**config.mk**
```make
export PLATFORM = sky130hd
export DESIGN_NAME = calc1_txn_driver
export DESIGN_NICKNAME = d
export VERILOG_FILES = /design/src/rtl/calc1_txn_driver.sv
export SDC_FILE = /design/constraint.sdc
export NUM_CORES = 1
export LEC_CHECK = 0
export CORE_ASPECT_RATIO = 1.75
export CORE_MARGIN = 2
export CORE_UTILIZATION = 30
export CTS_CLUSTER_SIZE = 28
export DETAILED_ROUTE_END_ITERATION = 8
export SETUP_SLACK_MARGIN = 0.3
export SKIP_CTS_REPAIR_TIMING = 1
export SLEW_MARGIN = 30
export SYNTH_ARGS = -nofsm -noshare
export SYNTH_HDL_FRONTEND = slang
export SYNTH_SLANG_ARGS = --single-unit
export TNS_END_PERCENT = 1
```
**constraint.sdc**
```tcl
create_clock -name c_clk -period 2 [get_ports c_clk]
set_clock_uncertainty 0.05 [all_clocks]
set_input_delay 0.3 -clock c_clk [delete_from_list [all_inputs] [get_ports c_clk]]
set_output_delay 0.3 -clock c_clk [all_outputs]
set_load 0.1 [all_outputs]
```
**src/rtl/calc1_txn_driver.sv**
```systemverilog
// Stimulus driver for the calc1 DUT: reset sequencing, one command per start, golden model,
// response capture and a one-cycle result bundle for the checker. Optional DRAIN: CALC1_DRV_DRAIN_EN.
module calc1_txn_driver #(
  parameter int unsigned TIMEOUT_CYC = 64,
  parameter int unsigned DUT_RST_CYC = 7,
  parameter int unsigned DRAIN_CYC   = 16
) (
  input  logic         c_clk,
  input  logic         reset_n,
  input  logic         start,
  input  logic [3:0]   cmd,
  input  logic [31:0]  op1,
  input  logic [31:0]  op2,
  input  logic [1:0]   port_sel,
  input  logic [31:0]  test_num,
  output logic         dut_reset,
  output logic [15:0]  dut_cmd,
  output logic [127:0] dut_data,
  input  logic [7:0]   dut_resp,
  input  logic [127:0] dut_out_data,
  output logic         busy,
  output logic         chk_valid,
  output logic [31:0]  chk_exp,
  output logic [1:0]   chk_exp_resp,
  output logic [2:0]   chk_exp_resp_wire,
  output logic [2:0]   chk_resp_wire,
  output logic [1:0]   chk_resp,
  output logic [31:0]  chk_out_data,
  output logic [31:0]  chk_test_num,
  output logic         chk_timeout,
  output logic         chk_extra_resp
);

  localparam int unsigned CntW = 16;

  typedef enum logic [2:0] {
    StDutRst,
    StIdle,
    StSendCmd,
    StSendData,
    StWait,
    StDrain,
    StReport
  } state_e;

  state_e            state_q, state_d;
  logic [CntW-1:0]   cnt_q, cnt_d;
  logic [3:0]        cmd_q, cmd_d;
  logic [31:0]       op1_q, op1_d;
  logic [31:0]       op2_q, op2_d;
  logic [1:0]        port_q, port_d;
  logic [31:0]       exp_q, exp_d;
  logic [1:0]        exp_resp_q, exp_resp_d;
  logic [2:0]        exp_wire_q, exp_wire_d;
  logic [2:0]        resp_wire_q, resp_wire_d;
  logic [1:0]        resp_q, resp_d;
  logic [31:0]       out_data_q, out_data_d;
  logic [31:0]       test_num_q, test_num_d;
  logic              timeout_q, timeout_d;

  // Golden model evaluated on the live inputs; its result is latched together with start.
  logic [32:0] gold_sum;
  logic [31:0] gold_exp;
  logic [1:0]  gold_resp;
  logic [2:0]  gold_wire;

  assign gold_sum = {1'b0, op1} + {1'b0, op2};

  always_comb begin
    gold_exp  = '0;
    gold_resp = 2'd2;
    gold_wire = {1'b0, port_sel} + 3'd1;
    case (cmd)
      4'd0: begin
        gold_resp = 2'd0;
        gold_wire = 3'd0;
      end
      4'd1: begin
        if (!gold_sum[32]) begin
          gold_resp = 2'd1;
          gold_exp  = gold_sum[31:0];
        end
      end
      4'd2: begin
        if (op1 >= op2) begin
          gold_resp = 2'd1;
          gold_exp  = op1 - op2;
        end
      end
      4'd5: begin
        gold_resp = 2'd1;
        gold_exp  = op1 << op2[4:0];
      end
      4'd6: begin
        gold_resp = 2'd1;
        gold_exp  = op1 >> op2[4:0];
      end
      default: begin
        gold_resp = 2'd2;
        gold_exp  = '0;
      end
    endcase
  end

  // Lowest-indexed port with a nonzero response wins.
  logic        hit;
  logic [1:0]  hit_idx;
  logic [1:0]  hit_resp;
  logic [31:0] hit_data;

  always_comb begin
    hit     = 1'b0;
    hit_idx = 2'd0;
    for (int p = 3; p >= 0; p--) begin
      if (dut_resp[2*p +: 2] != 2'd0) begin
        hit     = 1'b1;
        hit_idx = 2'(p);
      end
    end
  end

  assign hit_resp = dut_resp[2*hit_idx +: 2];
  assign hit_data = dut_out_data[32*hit_idx +: 32];

`ifdef CALC1_DRV_DRAIN_EN
  logic extra_q, extra_d;
`endif

  always_comb begin
    state_d     = state_q;
    cnt_d       = cnt_q;
    cmd_d       = cmd_q;
    op1_d       = op1_q;
    op2_d       = op2_q;
    port_d      = port_q;
    exp_d       = exp_q;
    exp_resp_d  = exp_resp_q;
    exp_wire_d  = exp_wire_q;
    resp_wire_d = resp_wire_q;
    resp_d      = resp_q;
    out_data_d  = out_data_q;
    test_num_d  = test_num_q;
    timeout_d   = timeout_q;
`ifdef CALC1_DRV_DRAIN_EN
    extra_d     = extra_q;
`endif
    case (state_q)
      StDutRst: begin
        if (cnt_q == CntW'(DUT_RST_CYC - 1)) begin
          state_d = StIdle;
          cnt_d   = '0;
        end else begin
          cnt_d = cnt_q + 1'b1;
        end
      end
      StIdle: begin
        if (start) begin
          cmd_d       = cmd;
          op1_d       = op1;
          op2_d       = op2;
          port_d      = port_sel;
          test_num_d  = test_num;
          exp_d       = gold_exp;
          exp_resp_d  = gold_resp;
          exp_wire_d  = gold_wire;
          resp_wire_d = 3'd0;
          resp_d      = 2'd0;
          out_data_d  = '0;
          timeout_d   = 1'b0;
`ifdef CALC1_DRV_DRAIN_EN
          extra_d     = 1'b0;
`endif
          state_d     = StSendCmd;
        end
      end
      StSendCmd: state_d = StSendData;
      StSendData: begin
        state_d = StWait;
        cnt_d   = '0;
      end
      StWait: begin
        if (hit) begin
          resp_wire_d = {1'b0, hit_idx} + 3'd1;
          resp_d      = hit_resp;
          out_data_d  = hit_data;
          cnt_d       = '0;
`ifdef CALC1_DRV_DRAIN_EN
          state_d     = StDrain;
`else
          state_d     = StReport;
`endif
        end else if (cnt_q == CntW'(TIMEOUT_CYC - 1)) begin
          timeout_d   = 1'b1;
          resp_wire_d = 3'd0;
          resp_d      = 2'd0;
          out_data_d  = '0;
          state_d     = StReport;
        end else begin
          cnt_d = cnt_q + 1'b1;
        end
      end
`ifdef CALC1_DRV_DRAIN_EN
      StDrain: begin
        if (dut_resp != 8'd0) extra_d = 1'b1;
        if (cnt_q == CntW'(DRAIN_CYC - 1)) begin
          state_d = StReport;
          cnt_d   = '0;
        end else begin
          cnt_d = cnt_q + 1'b1;
        end
      end
`endif
      StReport: state_d = StIdle;
      default:  state_d = StDutRst;
    endcase
  end

  always_ff @(posedge c_clk or negedge reset_n) begin
    if (!reset_n) begin
      state_q     <= StDutRst;
      cnt_q       <= '0;
      cmd_q       <= '0;
      op1_q       <= '0;
      op2_q       <= '0;
      port_q      <= '0;
      exp_q       <= '0;
      exp_resp_q  <= '0;
      exp_wire_q  <= '0;
      resp_wire_q <= '0;
      resp_q      <= '0;
      out_data_q  <= '0;
      test_num_q  <= '0;
      timeout_q   <= 1'b0;
    end else begin
      state_q     <= state_d;
      cnt_q       <= cnt_d;
      cmd_q       <= cmd_d;
      op1_q       <= op1_d;
      op2_q       <= op2_d;
      port_q      <= port_d;
      exp_q       <= exp_d;
      exp_resp_q  <= exp_resp_d;
      exp_wire_q  <= exp_wire_d;
      resp_wire_q <= resp_wire_d;
      resp_q      <= resp_d;
      out_data_q  <= out_data_d;
      test_num_q  <= test_num_d;
      timeout_q   <= timeout_d;
    end
  end

`ifdef CALC1_DRV_DRAIN_EN
  always_ff @(posedge c_clk or negedge reset_n) begin
    if (!reset_n) extra_q <= 1'b0;
    else          extra_q <= extra_d;
  end
  assign chk_extra_resp = extra_q;
`else
  assign chk_extra_resp = 1'b0;
`endif

  // Only the selected port is driven; every other lane stays zero.
  always_comb begin
    dut_cmd  = '0;
    dut_data = '0;
    case (state_q)
      StSendCmd: begin
        dut_cmd[4*port_q +: 4]   = cmd_q;
        dut_data[32*port_q +: 32] = op1_q;
      end
      StSendData: dut_data[32*port_q +: 32] = op2_q;
      default: ;
    endcase
  end

  assign dut_reset         = (state_q == StDutRst);
  assign busy              = (state_q != StIdle);
  assign chk_valid         = (state_q == StReport);
  assign chk_exp           = exp_q;
  assign chk_exp_resp      = exp_resp_q;
  assign chk_exp_resp_wire = exp_wire_q;
  assign chk_resp_wire     = resp_wire_q;
  assign chk_resp          = resp_q;
  assign chk_out_data      = out_data_q;
  assign chk_test_num      = test_num_q;
  assign chk_timeout       = timeout_q;

endmodule

```
# [After elaboration in Yosys (flattened, before gate mapping)]
# Cells that the tools add are included.
# W data, S select, Z words.
[word_totals] mem_bits_ro=0 wordCells=108 ram_bits=0 out_inout_bits=255 input_bits=241 latchBits=0 register_bits=196 n_memories=0
[op_classes] n_mul=0 n_lt_le_gt_ge=1 n_div=0 n_bitwise=3 n_eq_ne=18 add_sub_neg=7 shifts=9 mux=42 n_reduce_logical=14
[op_table] cell="$and A128 B128 Y128" count=2
[op_table] cell="$pmux W128 S2" count=1
[op_table] cell="$shiftx A32 B34 Y128" count=2
[op_table] cell="$mux W32" count=5
[op_table] cell="$pmux W32 S4" count=1
[op_table] cell="$shift A32 B34 Y128 const A" count=1
[op_table] cell="$shiftx A128 B8 Y32" count=1
[op_table] cell="$mux W16" count=4
[op_table] cell="$pmux W32 S2" count=1
[op_table] cell="$pmux W16 S3" count=1
[op_table] cell="$neg A4 Y34" count=1
[op_table] cell="$neg A7 Y34" count=1
[op_table] cell="$shift A4 B34 Y16 const A" count=1
[op_table] cell="$shiftx A4 B34 Y16" count=1
[op_table] cell="$add A32 B32 Y33" count=1
[op_table] cell="$ge A32 B32 Y1" count=1
[op_table] cell="$shl A32 B5 Y32" count=1
[op_table] cell="$shr A32 B5 Y32" count=1
[op_table] cell="$sub A32 B32 Y32" count=1
[op_table] cell="$mux W3" count=8
[op_table] cell="$mux W2" count=9
[op_table] cell="$pmux W3 S6" count=1
[op_table] cell="$add A16 B1 Y16 const B" count=1
[op_table] cell="$and A16 B16 Y16" count=1
[op_table] cell="other kinds (27)" count=46

# [Logic depth before layout (Yosys ltp)]
[depth] ltp_word=8 ltp_mapped=17 depth_no_buf=12

# [Worst setup path before layout]
# Ideal clock, no wire load.
[synth_path] path_kind="input port to flip-flop" startpoint="input op2[2]" endpoint="register exp_q[18], in the netlist chk_exp[18]" n_path_buf=6 arrival_time_ps=3842 cell_stages=17 setup_ps=126 required_time_ps=1824 path_slack_ps=-2018 cell_sequence="clkbuf_1 inv_2 buf_1 buf_1 ha_1 buf_2 o21bai_1 a2111oi_4 nor3_2 nor3_4 a211oi_1 o31a_1 a21o_1 buf_6 buf_2 nor2_1 o32a_1"
[synth_between] elab_chain_len=3 word_cells_on_any_way=8 classes_between="add/sub: 2; order compare: 1; shift: 2; mux: 3"
[synth_lines] item="start: declaration" line_no="13" text="input logic [31:0] op2,"
[synth_lines] item="$sub A32 B32 Y32, or another cell as far along" line_no="87" text="gold_exp = op1 - op2;"
[synth_lines] item="$mux W32, on equally long branches" line_no="85, 79"
[synth_lines] item="$pmux W32 S4 *" line_no="73" text="case (cmd)"
[synth_lines] item="end signal: assignment" line_no="241" text="exp_q <= exp_d;"
[synth_lines] item="end: declaration" line_no="52" text="logic [31:0] exp_q, exp_d;"
# Every way passes the cells marked *; elsewhere a longest branch is shown, timed or not.
# A chain may end at the register's enable or synchronous reset.

# [Worst setup path in the final report]
[layout_path] startpoint="input op2[8]" endpoint="register exp_q[4], in the netlist chk_exp[4]"
[layout_between] elab_chain_len=3 word_cells_on_any_way=5 classes_between="add/sub: 1; order compare: 1; mux: 3"
[layout_lines] item="$add A32 B32 Y33 / $ge A32 B32 Y1 (equally long branches)" line_no="67, 85"
[layout_lines] item="$mux W32, on equally long branches" line_no="79, 85"
[layout_lines] item="$pmux W32 S4 *" line_no="73"
# Marked as above.

==> results.txt <==
----------------------------------------------------
[Setup path]
  Maximum fanout along the worst path ... 8
  Register-to-Register Setup Slack ... -0.26 ns
  Crit path launch type ... primary input
  Endpoint of the lowest-slack register-to-register path ... cnt_q[15]$_DFFE_PN0P_
  Required arrival time at the worst endpoint ... between 2 and 2.5 ns
  Critical setup path kind ... in2reg
  Critical Path End Type ... register
  Data arrival at the endpoint of the critical path ... 3.19 ns
  Depth of the worst register-to-register path ... 10
  Critical R2R Launch ... cnt_q[1]$_DFFE_PN0P_

[Final layout]
  Most frequent standard cell in the layout excluding fill and tap cells ... sky130_fd_sc_hd__buf_4
  Fill cell total of the finished layout ... approximately 5k
  Fraction of the core area covered by cells at the end of the flow ... 0.5555
  Commonest cells after routing, fill and taps aside ... 651 x sky130_fd_sc_hd__buf_4, 318 x sky130_fd_sc_hd__nand2_1, 195 x sky130_fd_sc_hd__clkdlybuf4s50_1
  Fraction of final layout cells with drive strength greater than 1 ... 0.4416
  Non-Filler Instances ... 3747
  Net count, final ... between 3k and 4k
  Layout overhead on the synthesized area ... 83.55%

[Route]
  Routed vias/inst ... approximately 5.4
  Residual DRC count ... 0
  Vias ... roughly 20k
  Initial detailed-routing violation count ... between 1k and 1.5k
  Post-route ant nets ... 0
  Wire per inst ... approximately 23 um
  Router iterations before antenna repair ... 5
  Detailed Route WL ... just under 90 mm

[Synthesis]
  Gate count of the mapped netlist ... a little over 2k
  Count of distinct cell types in the synthesized netlist ... 76
  Yosys synthesis warning count ... 0
  Post-Synthesis Mean Instance Area ... 8.105 sq um
  Sequential share of the synthesized area ... 0.2943
  Synth async-reset ratio ... 1.000
  Flip-flop and latch count after synthesis ... between 150 and 200
  Syn Std Cell Area ... about 0.017 sq mm
  Number of enable-type register cells in the synthesized netlist ... 0
  Commonest register cell after synthesis ... sky130_fd_sc_hd__dfrtp_1
  Post-synth net total ... 2373

[Outcome]
  Outcome ... finished, violations left
  Violations in the final reports ... setup timing

[Place]
  Count of buffers inserted at the top-level ports ... 494
  Number of instances in the placed design ... 3694
  Final weighted congestion in routability-driven placement ... a little under 1
  Detail Placement HPWL ... 72.26 mm

[Min path]
  Hold Path Class ... in2reg
  HP Start ... op2[7]
  Worst Hold End ... op2_q[7]$_DFFE_PN0P_
  Worst hold stages ... 3

[Floorplan]
  Vertical die dimension ... between 300 and 400 um
  Placeable Area ... around 0.055 sq mm
  Horizontal die dimension ... about 180 um
  Num ports ... ~500
  Initial core utilization ... 0.3027
  Number of placement rows ... approximately 110
  Die Outline Area ... between 0.05 and 0.06 sq mm

[Global routing]
  Antenna violations before repair ... 3
  Vias in the first global route ... around 21k
  Leftover overflow at the end of global routing ... 0
  Overall Global Routing Usage ... 0.2942
  Global-route wire length before repair ... around 130 mm
  Maximum number of pins on one net before global-route repair ... 87

[Timing]
  Unrepaired setup endpoints after global routing ... true
  Timing-limited maximum frequency ... roughly 350 MHz
  Shortest clock period the worst path allows after layout ... roughly 2.8 ns
  Hold violation total from the final report ... 0
  Setup violations, final ... roughly 190
  Setup TNS ... -109.45 ns
  Actual slew at the worst max-slew pin ... between 0.7 and 0.8 ns
  Slew margin rel. ... 0.4885
  Final Cycle Share ... 1.422
  Total count of max-transition violations in the final report ... 0
  Final setup slack of the worst path ... -0.8430 ns

[CTS]
  Maximum root-to-sink buffer count ... 2
  Worst skew pair latency ... 0.47 ns
  Number of buffers created by CTS ... 17
  Master cell of the clock root buffer ... sky130_fd_sc_hd__clkbuf_16
  CTS clock-pin slew for the worst setup and hold paths ... ~0.080 ns
  Max H-tree Level ... 4
  TritonCTS clock tree ... yes
  Count of clock tree sinks ... 196

[Power and ir drop]
  Cell Pwr Density ... around 1000 mW/mm^2
  Cell leakage power ... between 0.01 and 0.015 uW
  Worst vdd rail ir drop ... between 0.8 and 0.9 mV

[Flow run]
  Maximum Capacitance Violations ... 0

----------------------------------------------------
==> registers in the layout, indices dropped and copies added (netlist names), 4 cells and up <==
register      count
cnt_q            16
cmd_q             4
chk_exp          32
op2_q            32
op1_q            32
chk_out_data     32
chk_test_num     32
==> worst max-delay path by stage <==
| stage | end | from |
|---|---|---|
| after floorplan | dut_data[35] | state_q[1]$_DFFE_PN0P_ |
| after global placement | chk_exp_resp[0]$_DFFE_PN0P_ | op1[0] |
| after detailed placement | chk_exp[11]$_DFFE_PN0P_ | op1[0] |
| after CTS | chk_exp[11]$_DFFE_PN0P_ | op1[0] |
| after global routing | chk_exp[4]$_DFFE_PN0P_ | op1[8] |
| final | chk_exp[4]$_DFFE_PN0P_ | op2[8] |
==> logic make-up after synthesis <==
family	Yosys count	share of synthesized area
simple gates	840	0.2181
compound gates	506	0.2009
buf+inv	217	0.05158
flops	196	0.2943
mux	189	0.1605
fa+ha+maj	76	0.05797
xor+xnor	31	0.01629
other cells	1	0.0002250
==> metrics by stage <==
stage / instance area, sq um / setup slack (ns) / hold slack (ns) / power (uW)
after floorplan: 16990 / -1.228 / -0.04559 / 18920
after global placement: 28210 / -1.870 / 0.2612 / 26320
after detailed placement: 28210 / -1.969 / 0.2678 / 26550
after CTS: 28800 / -1.447 / -0.2446 / 30250
after global routing: 30580 / -0.9876 / 0.08315 / 32840
final: 30590 / -0.8430 / 0.05322 / 31450
==> per-layer routing <==
layer,share of wire,vias to the layer above,track usage
met3,0.049,223,0.03628
li1,-,9326,-
met2,0.54,877,0.5732
met5,0,-,0
met4,0.063,0,0.1646
met1,0.34,9910,0.3002
==> final cells by class <==
cell class	instances	area [sq um]	area share
Clock inverter	12	146.4	0.004786
Inverter	75	299.0	0.009777
Multi-Input combinational cell	1643	12570	0.4108
Clock buffer	20	446.7	0.01460
Antenna cell	1	2.502	0.00008182
Timing Repair Buffer	1104	11350	0.3710
Sequential cell	196	4908	0.1605
Tap cell	696	870.8	0.02847
==> worst max-delay path, stage by stage <==
cell,delay [ns]
sky130_fd_sc_hd__dlymetal6s2s_1,0.14
sky130_fd_sc_hd__inv_2,0.07
sky130_fd_sc_hd__ha_4,0.29
sky130_fd_sc_hd__buf_6,0.12
sky130_fd_sc_hd__nand4_1,0.16
sky130_fd_sc_hd__nor4_2,0.23
sky130_fd_sc_hd__buf_4,0.18
sky130_fd_sc_hd__nor2_1,0.04
sky130_fd_sc_hd__a221o_1,0.35
sky130_fd_sc_hd__a2111oi_4,0.47
sky130_fd_sc_hd__o21ai_4,0.14
sky130_fd_sc_hd__buf_12,0.17
sky130_fd_sc_hd__or3_1,0.36
sky130_fd_sc_hd__a31oi_1,0.17
==> where the power goes <==
group          switching, uW  internal (uW)
logic                  13900           6760
clock network           1750           1900
registers               1560           5590
==> synth_stat cells, types with 6 or more instances <==
master,count,area (sq um)
sky130_fd_sc_hd__o21bai_1,15,112.6
sky130_fd_sc_hd__and3_1,20,125.1
sky130_fd_sc_hd__o31ai_1,12,90.09
sky130_fd_sc_hd__mux4_2,59,1329
sky130_fd_sc_hd__or4_1,6,45.04
sky130_fd_sc_hd__a31oi_1,28,175.2
sky130_fd_sc_hd__nand2_1,322,1209
sky130_fd_sc_hd__a22o_1,39,341.6
sky130_fd_sc_hd__a21o_1,13,97.59
sky130_fd_sc_hd__or3_1,20,125.1
sky130_fd_sc_hd__ha_1,74,925.9
sky130_fd_sc_hd__nand4_1,14,87.58
sky130_fd_sc_hd__nor2_1,312,1171
sky130_fd_sc_hd__buf_1,19,71.32
sky130_fd_sc_hd__a2111oi_0,7,61.31
sky130_fd_sc_hd__and2_1,21,131.4
sky130_fd_sc_hd__nand2b_1,15,93.84
sky130_fd_sc_hd__nor3_1,39,195.2
sky130_fd_sc_hd__a221oi_1,19,166.4
sky130_fd_sc_hd__xor2_1,6,52.55
sky130_fd_sc_hd__a21oi_1,106,530.5
sky130_fd_sc_hd__inv_1,69,259.0
sky130_fd_sc_hd__a221o_1,11,110.1
sky130_fd_sc_hd__nor4_1,16,100.1
sky130_fd_sc_hd__xnor2_1,25,219.0
sky130_fd_sc_hd__dfrtp_1,196,4905
sky130_fd_sc_hd__nand3_1,26,130.1
sky130_fd_sc_hd__o221ai_1,10,87.58
sky130_fd_sc_hd__o211ai_1,16,120.1
sky130_fd_sc_hd__o22ai_1,15,93.84
sky130_fd_sc_hd__o21ai_0,139,695.7
sky130_fd_sc_hd__mux2_2,36,405.4
sky130_fd_sc_hd__buf_2,27,135.1
sky130_fd_sc_hd__a211oi_1,15,112.6
sky130_fd_sc_hd__o21a_1,18,135.1
sky130_fd_sc_hd__nor2b_1,10,62.56
sky130_fd_sc_hd__mux2i_1,94,940.9
sky130_fd_sc_hd__clkbuf_1,94,352.8
Power figures use the tool's default switching activity.
